[config.mk]
export PLATFORM = sky130hd
export DESIGN_NAME = id_ex_stage
export DESIGN_NICKNAME = d
export VERILOG_FILES = /design/src/rtl/id_ex_stage.sv
export SDC_FILE = /design/constraint.sdc
export NUM_CORES = 1
export LEC_CHECK = 0
export CORE_ASPECT_RATIO = 0.5
export CORE_MARGIN = 5
export CORE_UTILIZATION = 44
export DETAILED_ROUTE_END_ITERATION = 8
export GPL_TIMING_DRIVEN = 0
export HOLD_SLACK_MARGIN = 0.05
export PLACE_DENSITY = 0.81
export SETUP_SLACK_MARGIN = 0.15
export SLEW_MARGIN = 10
export SYNTH_ARGS = -nofsm -noshare
export SYNTH_HDL_FRONTEND = slang
export SYNTH_SLANG_ARGS = --single-unit
[constraint.sdc]
create_clock -name clk -period 3.8 [get_ports clk]
set_clock_uncertainty 0.05 [all_clocks]
set_input_delay 1.14 -clock clk [delete_from_list [all_inputs] [get_ports clk]]
set_output_delay 1.14 -clock clk [all_outputs]
set_load 0.02 [all_outputs]
[src/rtl/id_ex_stage.sv]
// ID/EX pipeline register: decodes a MIPS instruction into ALU operands/opcode,
// write-back and branch info, with stall (hold) and flush (bubble) support.
module id_ex_stage (
    input  logic        clk,
    input  logic        reset,
    input  logic        in_valid,
    input  logic [31:0] instr,
    input  logic [31:0] pc,
    input  logic [31:0] rs_data,
    input  logic [31:0] rt_data,
    input  logic        stall,
    input  logic        flush,
    output logic [31:0] alu_a,
    output logic [31:0] alu_b,
    output logic        op2,
    output logic        op1,
    output logic        op0,
    output logic        ex_valid,
    output logic [4:0]  ex_rd,
    output logic        ex_reg_write,
    output logic        ex_is_beq,
    output logic [31:0] ex_target,
    output logic        ex_illegal
);

    localparam logic [5:0] OPC_RTYPE = 6'b000000;
    localparam logic [5:0] OPC_BEQ   = 6'b000100;
    localparam logic [5:0] OPC_ADDI  = 6'b001000;
    localparam logic [5:0] OPC_ANDI  = 6'b001100;
    localparam logic [5:0] OPC_ORI   = 6'b001101;
    localparam logic [5:0] OPC_XORI  = 6'b001110;

    localparam logic [5:0] FN_ADD = 6'b100000;
    localparam logic [5:0] FN_SUB = 6'b100010;
    localparam logic [5:0] FN_AND = 6'b100100;
    localparam logic [5:0] FN_OR  = 6'b100101;
    localparam logic [5:0] FN_XOR = 6'b100110;

    localparam logic [2:0] ALU_AND = 3'b000;
    localparam logic [2:0] ALU_OR  = 3'b001;
    localparam logic [2:0] ALU_ADD = 3'b010;
    localparam logic [2:0] ALU_XOR = 3'b011;
    localparam logic [2:0] ALU_SUB = 3'b110;

    logic [31:0] r_alu_a;
    logic [31:0] r_alu_b;
    logic [2:0]  r_op;
    logic        r_valid;
    logic [4:0]  r_rd;
    logic        r_reg_write;
    logic        r_is_beq;
    logic [31:0] r_target;
    logic        r_illegal;

    logic [5:0]  w_opcode;
    logic [5:0]  w_funct;
    logic [15:0] w_imm;
    logic [31:0] w_imm_sext;
    logic [31:0] w_imm_zext;

    logic        w_legal;
    logic [2:0]  w_dec_op;
    logic [31:0] w_dec_b;
    logic [4:0]  w_dec_rd;
    logic        w_dec_beq;
    logic [31:0] w_dec_target;

    logic [31:0] w_nxt_a;
    logic [31:0] w_nxt_b;
    logic [2:0]  w_nxt_op;
    logic        w_nxt_valid;
    logic [4:0]  w_nxt_rd;
    logic        w_nxt_reg_write;
    logic        w_nxt_beq;
    logic [31:0] w_nxt_target;
    logic        w_nxt_illegal;

    assign w_opcode   = instr[31:26];
    assign w_funct    = instr[5:0];
    assign w_imm      = instr[15:0];
    assign w_imm_sext = {{16{w_imm[15]}}, w_imm};
    assign w_imm_zext = {16'h0000, w_imm};

    // Instruction decode into candidate stage contents
    always_comb begin
        w_legal      = 1'b0;
        w_dec_op     = ALU_AND;
        w_dec_b      = 32'h0000_0000;
        w_dec_rd     = 5'd0;
        w_dec_beq    = 1'b0;
        w_dec_target = 32'h0000_0000;
        case (w_opcode)
            OPC_RTYPE: begin
                w_dec_b  = rt_data;
                w_dec_rd = instr[15:11];
                case (w_funct)
                    FN_AND:  begin w_legal = 1'b1; w_dec_op = ALU_AND; end
                    FN_OR:   begin w_legal = 1'b1; w_dec_op = ALU_OR;  end
                    FN_ADD:  begin w_legal = 1'b1; w_dec_op = ALU_ADD; end
                    FN_SUB:  begin w_legal = 1'b1; w_dec_op = ALU_SUB; end
                    FN_XOR:  begin w_legal = 1'b1; w_dec_op = ALU_XOR; end
                    default: begin w_legal = 1'b0; w_dec_op = ALU_AND; end
                endcase
            end
            OPC_ADDI: begin
                w_legal  = 1'b1;
                w_dec_op = ALU_ADD;
                w_dec_b  = w_imm_sext;
                w_dec_rd = instr[20:16];
            end
            OPC_ANDI: begin
                w_legal  = 1'b1;
                w_dec_op = ALU_AND;
                w_dec_b  = w_imm_zext;
                w_dec_rd = instr[20:16];
            end
            OPC_ORI: begin
                w_legal  = 1'b1;
                w_dec_op = ALU_OR;
                w_dec_b  = w_imm_zext;
                w_dec_rd = instr[20:16];
            end
            OPC_XORI: begin
                w_legal  = 1'b1;
                w_dec_op = ALU_XOR;
                w_dec_b  = w_imm_zext;
                w_dec_rd = instr[20:16];
            end
            OPC_BEQ: begin
                w_legal      = 1'b1;
                w_dec_op     = ALU_SUB;
                w_dec_b      = rt_data;
                w_dec_beq    = 1'b1;
                w_dec_target = pc + 32'd4 + {w_imm_sext[29:0], 2'b00};
            end
            default: begin
                w_legal = 1'b0;
            end
        endcase
    end

    // Next-state selection: flush > stall > load (reset handled in the register)
    always_comb begin
        w_nxt_a         = 32'h0000_0000;
        w_nxt_b         = 32'h0000_0000;
        w_nxt_op        = 3'b000;
        w_nxt_valid     = 1'b0;
        w_nxt_rd        = 5'd0;
        w_nxt_reg_write = 1'b0;
        w_nxt_beq       = 1'b0;
        w_nxt_target    = 32'h0000_0000;
        w_nxt_illegal   = 1'b0;
        if (flush) begin
            w_nxt_valid = 1'b0;
        end else if (stall) begin
            w_nxt_a         = r_alu_a;
            w_nxt_b         = r_alu_b;
            w_nxt_op        = r_op;
            w_nxt_valid     = r_valid;
            w_nxt_rd        = r_rd;
            w_nxt_reg_write = r_reg_write;
            w_nxt_beq       = r_is_beq;
            w_nxt_target    = r_target;
            w_nxt_illegal   = r_illegal;
        end else if (in_valid && w_legal) begin
            w_nxt_a         = rs_data;
            w_nxt_b         = w_dec_b;
            w_nxt_op        = w_dec_op;
            w_nxt_valid     = 1'b1;
            w_nxt_rd        = w_dec_rd;
            w_nxt_reg_write = !w_dec_beq && (w_dec_rd != 5'd0);
            w_nxt_beq       = w_dec_beq;
            w_nxt_target    = w_dec_target;
        end else begin
            // undecodable instruction leaves a bubble that only flags itself
            w_nxt_illegal = in_valid;
        end
    end

    // Stage register with synchronous reset
    always_ff @(posedge clk) begin
        if (reset) begin
            r_alu_a     <= 32'h0000_0000;
            r_alu_b     <= 32'h0000_0000;
            r_op        <= 3'b000;
            r_valid     <= 1'b0;
            r_rd        <= 5'd0;
            r_reg_write <= 1'b0;
            r_is_beq    <= 1'b0;
            r_target    <= 32'h0000_0000;
            r_illegal   <= 1'b0;
        end else begin
            r_alu_a     <= w_nxt_a;
            r_alu_b     <= w_nxt_b;
            r_op        <= w_nxt_op;
            r_valid     <= w_nxt_valid;
            r_rd        <= w_nxt_rd;
            r_reg_write <= w_nxt_reg_write;
            r_is_beq    <= w_nxt_beq;
            r_target    <= w_nxt_target;
            r_illegal   <= w_nxt_illegal;
        end
    end

    assign alu_a        = r_alu_a;
    assign alu_b        = r_alu_b;
    assign op2          = r_op[2];
    assign op1          = r_op[1];
    assign op0          = r_op[0];
    assign ex_valid     = r_valid;
    assign ex_rd        = r_rd;
    assign ex_reg_write = r_reg_write;
    assign ex_is_beq    = r_is_beq;
    assign ex_target    = r_target;
    assign ex_illegal   = r_illegal;

endmodule

Word level (Yosys, flattened, before mapping)
Index checks and enable logic that the tools add are counted.
{"block": "word_totals", "regBits": 108, "latchBits": 0, "ram_bits": 0, "romBits": 0, "input_bits": 133, "wordCells": 49, "memories": 0}
{"block": "classes", "add_sub_neg": 2, "n_mul": 0, "div_mod_pow": 0, "n_lt_le_gt_ge": 0, "eq_ne": 10, "n_shift": 0, "n_mux": 17, "n_bitwise": 0, "reduce_logical": 11}
{"operator": "$mux 32", "count": 4}
{"operator": "$pmux 32 s3", "count": 1}
{"operator": "$add 32x3->32 const B", "count": 1}
{"operator": "$add 32x32->32", "count": 1}
{"operator": "$eq 6x6->1 const B", "count": 5}
{"operator": "$eq 6x4->1 const B", "count": 4}
{"operator": "$pmux 3 s5", "count": 1}
{"operator": "$pmux 3 s4", "count": 1}
{"operator": "$pmux 5 s2", "count": 1}
{"operator": "$reduce_or 5->1", "count": 2}
{"operator": "$eq 6x3->1 const B", "count": 1}
{"operator": "$logic_not 6->1", "count": 1}
{"operator": "$mux 1", "count": 6}
{"operator": "$mux 5", "count": 1}
{"operator": "$reduce_bool 5->1", "count": 1}
{"operator": "$reduce_or 2->1", "count": 2}
{"operator": "$reduce_or 4->1", "count": 1}
{"operator": "$mux 3", "count": 1}
{"operator": "$reduce_or 3->1", "count": 1}
{"operator": "$logic_and 1x1->1", "count": 2}
{"operator": "$pmux 1 s2", "count": 1}
{"operator": "$logic_not 1->1", "count": 1}

Depth between registers and ports, before layout
Gate-level depths: netlist of run 1.
{"block": "logic_depth", "depth_word": 6, "depth_mapped": 13, "ltp_nobuf": 13}

Worst setup path after synthesis of run 1
No wires, ideal clock.
{"block": "synth_timing", "path_kind": "in2reg", "from": "input instr[1]", "to": "register r_target[29] (netlist: ex_target[29])", "setup_ps": 131, "arrival_ps": 3142, "required_ps": 3619, "slack_ps": 477, "cell_stages": 11, "path_cell_list": "ha_1 -> ha_1 -> inv_1 -> fa_1 -> nand2b_1 -> a21o_1 -> a31oi_1 -> o21ai_0 -> a31oi_1 -> mux2i_1 -> o311ai_1"}
{"block": "synth_via", "elab_chain_cells": 6}
{"element": "start: declaration", "line": "7", "text": "input logic [31:0] instr,"}
{"element": "branches (longest 5 deep; another with $add 32x32->32)"}
{"element": "$mux 32 (*)", "line": "165", "text": "end else if (in_valid && w_legal) begin"}
{"element": "end signal: assignment", "line": "200", "text": "r_target <= w_nxt_target;"}
{"element": "end: declaration", "line": "52", "text": "logic [31:0] r_target;"}
Mark *: on every way between the ends.
A chain may end at the register's enable or synchronous reset.

Final worst setup path of run 1
{"block": "layout_timing", "from": "input instr[3]", "to": "register r_target[30] (netlist: ex_target[30])"}
Same word-level chain as after synthesis.

==> out/summary.txt, run 1 <==
Initial Util = 44.8%
Fin crit period = 3.55 ns
CTS tree = done
Placed Cells = 1128
Vias in the first global route = 6133
Sequential share of the synthesized area = 35.7%
Global-route wire length before repair = 31500 µm
Largest net degree at the start of global routing = 20
Synth warnings = 0
Final hold vios = 0
DR vias/cell = 5.53
Crit-path cells = clkdlybuf4s50_1 > ha_1 > ha_2 > o211ai_1 > o211ai_1 > a22oi_2 > buf_4 > nor4_1 > nor3_1 > xor2_1 > o21ai_1
Die Span X = 176 µm
Clk Latency, worst-skew pair = 0.35 ns
Mapped cell area = 0.00605 mm²
RSZ-0062 raised after global routing = false
Library cells used by synthesis = 54
Worst setup path category = in -> reg
Antenna diodes = 0
Syn_area_per_cell = 8.42 µm²
Layout fillers = 1099
Root Driver = clkbuf_16
Total iterations of the first detailed-routing run = 5
Maximum clock path buffer count = 2
# hold bufs at CTS = 0
Slowest Stage Delay on Critical Path = 0.45 ns
H-tree Lvls = 3
Outcome = finished, final reports clean
Gr usage total = 23.7%
Drt initial violations = 341
# setup viols final = 0
Area grow syn2layout = 49.0%
# IOs = 241
Cell Count, Final, Fillers Out = 1146
EDFF count, synth = 0
Dominant synthesized flop cell = dfxtp_1
Asr flop ratio synth = 0%
Fraction of layout cells with a size suffix above 1 = 6.49%
Die area = 0.0163 mm²
Residual DRC count = 0
GR Overflow Total = 0
Chip height = 92.9 µm
Worst hold path type = reg -> reg
Worst Path Arrival = 3.74 ns
F_max = 0.281 GHz
DR vias = 6333
Worst path required time = 3.99 ns
Hold Crit Depth = 2
Clock sinks = 108
Core area = 0.0135 mm²
Crit. End Element = flip-flop
Worst Setup Start Kind = input port
Synth Instances = 719
P_leak = 0.00341 µW
Syn_nets = 910
TritonCTS buffer count = 9
Post-synthesis register bit count = 108
Final net count = 1156
Worst Reg-to-Reg Cells = 2
Max-Cap Viols = 0
Final WL = 20500 µm
Critical path fanouts, max = 4
Final worst path period share = 93.5%
PortBufs = 233
Power Density = 300 mW/mm²
Post-DP HPWL = 16200 µm
Max Slew Vio Count = 0
DR WL/cell = 17.9 µm
DRT antenna net count = 0
Row cnt = 30
GP Congestion = 0.889
Post-route core utilization = 66.8%
Initial antenna violation count = 0
CP most frequent cell = o211ai_1
Clock-pin slew on the worst setup and hold paths = 0.08 ns
Worst slew margin = 56.6%
CP max-delay cell = clkdlybuf4s50_1
Max VDD drop = 0.210 mV
Actual slew at the worst max-slew pin = 0.651 ns
[report_power, final]
group          switching, µW  leakage [µW]  total, µW  internal (µW)
logic                    356       0.00241        665            309
clock network            450      0.000133        909            458
registers               1.02      0.000870       1130           1130
total                    808       0.00341       2710           1900
[cells in the mapped netlist, types with 3 or more instances]
master / instances / area, µm²
and2_1: 4 / 25.0
nand3_1: 7 / 35.0
a21oi_1: 43 / 215
o21a_1: 4 / 30.0
nand2b_1: 4 / 25.0
buf_6: 7 / 78.8
a22oi_2: 4 / 50.1
o21ai_1: 5 / 25.0
a22o_1: 21 / 184
xor2_1: 11 / 96.3
clkbuf_1: 31 / 116
o21ai_0: 28 / 140
buf_2: 6 / 30.0
ha_1: 57 / 713
a21o_1: 8 / 60.1
a22oi_1: 80 / 601
nor3_1: 9 / 45.0
o211ai_1: 6 / 45.0
nand2_1: 80 / 300
nand4_1: 8 / 50.1
dfxtp_1: 108 / 2160
nor2_1: 108 / 405
inv_1: 13 / 48.8
nor2b_1: 4 / 25.0
xnor2_1: 17 / 149
and3_1: 3 / 18.8
a31oi_1: 5 / 31.3
[timing repair]
action	CTS	global route
setup buffers	1	1
gates resized for setup	12	24
cloned	0	0
setup endpoints to repair	17	15
pin swaps	3	8
[worst max-delay path: cells and delay by family]
kind	cells	cell delay [ns]
xor+xnor	1	0.18
compound gates	4	0.81
simple gates	2	0.33
buf+inv	2	0.62
fa+ha+maj	2	0.66
[layer usage]
layer	wire length, µm	GRT usage [%]	vias to the layer above
met4	578	7.07	0
met1	8490	27.7	2986
met2	10300	44.5	216
met5	0	0	-
li1	-	-	3087
met3	1080	4.16	44
[registers in the layout, indices dropped and copies added (netlist names)]
register	cells
ex_target	32
alu_a	32
ex_illegal	1
ex_is_beq	1
ex_reg_write	1
r_op	3
alu_b	32
ex_valid	1
ex_rd	5
[kinds of logic after synthesis]
group / count (synthesis) / share of synthesized area, %
compound gates: 222 / 25.5
simple gates: 240 / 17.4
buf+inv: 60 / 4.77
mux: 2 / 0.331
fa+ha+maj: 59 / 12.3
flops: 108 / 35.7
xor+xnor: 28 / 4.05
[through the flow]
stage | TNS [ns] | power [µW] | hold WS (ns) | cell area [µm²] | setup WS (ns)
after floorplan | 0 | 1530 | 0.473 | 6050 | 0.477
after global placement | -8.80 | 1780 | 0.389 | 8610 | -0.819
after detailed placement | -9.36 | 1780 | 0.396 | 8610 | -0.840
after CTS | 0 | 2690 | 0.407 | 8920 | 0.126
after global routing | 0 | 2830 | 0.438 | 9020 | 0.118
final | 0 | 2710 | 0.404 | 9020 | 0.246
[layout by cell type (no fill, tap or decap), drive strengths merged, types with 19 or more instances in the layout]
cell type	netlist	layout
ha	57	57
clkbuf	31	41
a21oi	43	43
a22o	21	21
nor2	109	109
dfxtp	108	108
o21ai	33	33
a22oi	84	84
nand2	80	80
clkdlybuf4s50	0	227
buf	16	19
[path summary, 6_finish.rpt]
check	to	slack, ns	startpoint
worst max-delay path	ex_target[30]	0.25	instr[3]
worst min-delay path	ex_target[30]	0.40	ex_target[30]
worst max register to register	r_op[0]	3.04	r_op[0]
worst min register to register	ex_target[30]	0.40	ex_target[30]
[final cells by class]
cell class	count	area [µm²]	share of cell area, %
buffer	47	240	2.66
clock buffer	10	229	2.54
clock inverter	6	55.1	0.610
inverter	13	48.8	0.541
multi-input combinational	551	3720	41.2
sequential	108	2160	24.0
tap	176	220	2.44
timing repair buffer	235	2350	26.0
Note: power is estimated with default switching activity, not from simulation.
==> run 2, diff against run 1 <==
--- a/config.mk
+++ b/config.mk
@@ -5,7 +5,7 @@
 export SDC_FILE = /design/constraint.sdc
 export NUM_CORES = 1
 export LEC_CHECK = 0
-export CORE_ASPECT_RATIO = 0.5
+export CORE_ASPECT_RATIO = 0.75
 export CORE_MARGIN = 5
 export CORE_UTILIZATION = 44
 export DETAILED_ROUTE_END_ITERATION = 8
==> run 2 against run 1 <==
Largest power group unchanged. Via count up 0.19%. Maximum frequency about the same. Global-route usage up 1.3 points.
==> out/summary.txt, run 2 (synthesized netlist as in run 1, its figures left out) <==
Crit-path cells = clkdlybuf4s50_1 > ha_1 > ha_2 > inv_1 > fa_2 > nand2b_4 > a21o_1 > a31oi_4 > a31o_4 > a221oi_2 > xnor2_1 > o21ai_1 (was clkdlybuf4s50_1 > ha_1 > ha_2 > o211ai_1 > o211ai_1 > a22oi_2 > buf_4 > nor4_1 > nor3_1 > xor2_1 > o21ai_1)
Power Density = 302 mW/mm² (was 300 mW/mm²)
RSZ-0062 raised after global routing = false (unchanged)
Final hold vios = 0 (unchanged)
Actual slew at the worst max-slew pin = 0.670 ns (was 0.651 ns)
Switching Fraction = 30.7% (was 29.8%)
Final WL = 21700 µm (was 20500 µm)
P_leak = 0.00349 µW (was 0.00341 µW)
DR vias = 6345 (was 6333)
Max VDD drop = 0.235 mV (was 0.210 mV)
Fraction of layout cells with a size suffix above 1 = 7.42% (was 6.49%)
PortBufs = 233 (unchanged)
Worst path top cell family by delay = adder cells (was compound AO/OA/AOI/OAI gates)
Initial Util = 44.5% (was 44.8%)
Row cnt = 37 (was 30)
FF/Latch Area = 0.00216 mm² (unchanged)
Most common cell after layout, fill and taps aside = clkdlybuf4s50_1 (unchanged)
Worst slew margin = 55.3% (was 56.6%)
F_max = 0.281 GHz (about the same)
Outcome = finished, final reports clean (unchanged)
# IOs = 241 (unchanged)
DR WL/cell = 18.9 µm (was 17.9 µm)
Vias in the first global route = 5919 (was 6133)
Max Slew Vio Count = 0 (unchanged)
Worst path required time = 3.97 ns (was 3.99 ns)
Worst Setup Start Kind = input port (unchanged)
R2R Setup Slk = 3.01 ns (was 3.04 ns)
Fin crit period = 3.55 ns (about the same)
Buf+Inv Stages, Crit Path = 2 (unchanged)
# setup viols final = 0 (unchanged)
Final worst path period share = 93.5% (about the same)
Worst setup path category = in -> reg (unchanged)
Largest net degree at the start of global routing = 20 (unchanged)
Maximum clock path buffer count = 2 (unchanged)
Net Switching = 844 µW (was 808 µW)
Area grow syn2layout = 50.3% (was 49.0%)
Cell Count, Final, Fillers Out = 1147 (was 1146)
Flop pwr share = 41.2% (was 41.9%)
Critical path fanouts, max = 5 (was 4)
Setup crit start = pc[3] (was instr[3])
DR vias/cell = 5.53 (about the same)
CTS tree = done (unchanged)
Max-Cap Viols = 0 (unchanged)
Clock sinks = 108 (unchanged)
Root Driver = clkbuf_16 (unchanged)
Die Span X = 145 µm (was 176 µm)
H-tree Lvls = 3 (unchanged)
Crit. End Element = flip-flop (unchanged)
Core area = 0.0136 mm² (was 0.0135 mm²)
Total iterations of the first detailed-routing run = 6 (was 5)
Die area = 0.0162 mm² (was 0.0163 mm²)
Clock-pin slew on the worst setup and hold paths = 0.07 ns (was 0.08 ns)
Drt initial violations = 375 (was 341)
Power, Total = 2750 µW (was 2710 µW)
# hold bufs at CTS = 0 (unchanged)
Final net count = 1158 (was 1156)
DRT antenna net count = 0 (unchanged)
Layout fillers = 1179 (was 1099)
Post-DP HPWL = 17000 µm (was 16200 µm)
Most frequent cells in the layout = clkdlybuf4s50_1, nor2_1, dfxtp_1 (unchanged)
P_int = 1910 µW (was 1900 µW)
Placed Cells = 1127 (was 1128)
Worst hold path type = reg -> reg (unchanged)
Residual DRC count = 0 (unchanged)
Chip height = 112 µm (was 92.9 µm)
Slowest Stage Delay on Critical Path = 0.43 ns (was 0.45 ns)
Initial antenna violation count = 1 (was 0)
Global-route wire length before repair = 32700 µm (was 31500 µm)
Multi-input gate area = 0.00376 mm² (was 0.00372 mm²)
GP Congestion = 0.969 (was 0.889)
Gr usage total = 25.0% (was 23.7%)
Clock share of power = 33.7% (was 33.6%)
Worst Path Arrival = 3.73 ns (was 3.74 ns)
TritonCTS buffer count = 9 (unchanged)
CP max-delay cell = clkdlybuf4s50_1 (unchanged)
R2R Path Start = alu_b[20] (was r_op[0])
Combinational power share = 25.1% (was 24.6%)
GR Overflow Total = 0 (unchanged)
Clk Latency, worst-skew pair = 0.34 ns (was 0.35 ns)
Hold_sp = ex_target[23] (was ex_target[30])
## run 2: worst register-to-register path, stage by stage, from the launching register on
cell,delay [ns]
dfxtp_1,0.33
a22oi_1,0.22
nor2_1,0.06
## run 2: path summary, 6_finish.rpt
path                         to  cells after the start
setup / recovery  ex_target[27]                     12
hold / removal    ex_target[23]                      2
setup reg to reg      alu_b[20]                      2
hold reg to reg   ex_target[23]                      2
## run 2: what timing repair did
action | CTS | global route
resized for setup | 15 | 38
hold endpoints to repair | 0 | 0
setup endpoints to repair | 16 | 15
pin swaps | 3 | 13
setup buffers | 1 | 3
## run 2: routing by layer
layer / part of all wire, % / track usage (%) / routed length (µm)
met4: 1.9 / 6.53 / 407
met1: 45 / 34.7 / 9760
met3: 9.5 / 8.58 / 2060
met2: 44 / 37.4 / 9470
met5: 0 / 0 / 0
## run 2: power groups by stage
| stage | sequential, µW | clock (µW) | combinational (µW) |
|---|---|---|---|
| after floorplan | 1160 | 0 | 366 |
| after global placement | 1160 | 0 | 623 |
| after detailed placement | 1160 | 0 | 630 |
| after CTS | 1130 | 938 | 644 |
| after global routing | 1130 | 983 | 751 |
| final | 1130 | 926 | 691 |
## run 2: final cells by class
class	count	share of cell area, %
Tap cell	175	2.41
Clock buffer	9	2.48
Sequential cell	108	23.8
Buffer	47	2.67
Timing Repair Buffer	237	26.2
Multi-Input combinational cell	551	41.3
Antenna cell	1	0.0275
Clock inverter	6	0.633
Inverter	13	0.536
## run 2: metrics by stage
stage	cell area (µm²)	setup WS, ns	hold slack (ns)	utilization [%]	setup TNS [ns]
2_1_floorplan	6050	0.477	0.473	-	0
3_3_place_gp	8610	-0.839	0.386	63.2	-8.80
3_5_place_dp	8610	-0.899	0.396	63.2	-10.03
4_1_cts	8930	0.0978	0.409	65.6	0
5_1_grt	9100	0.149	0.423	66.8	0
6_report	9100	0.246	0.400	66.8	0
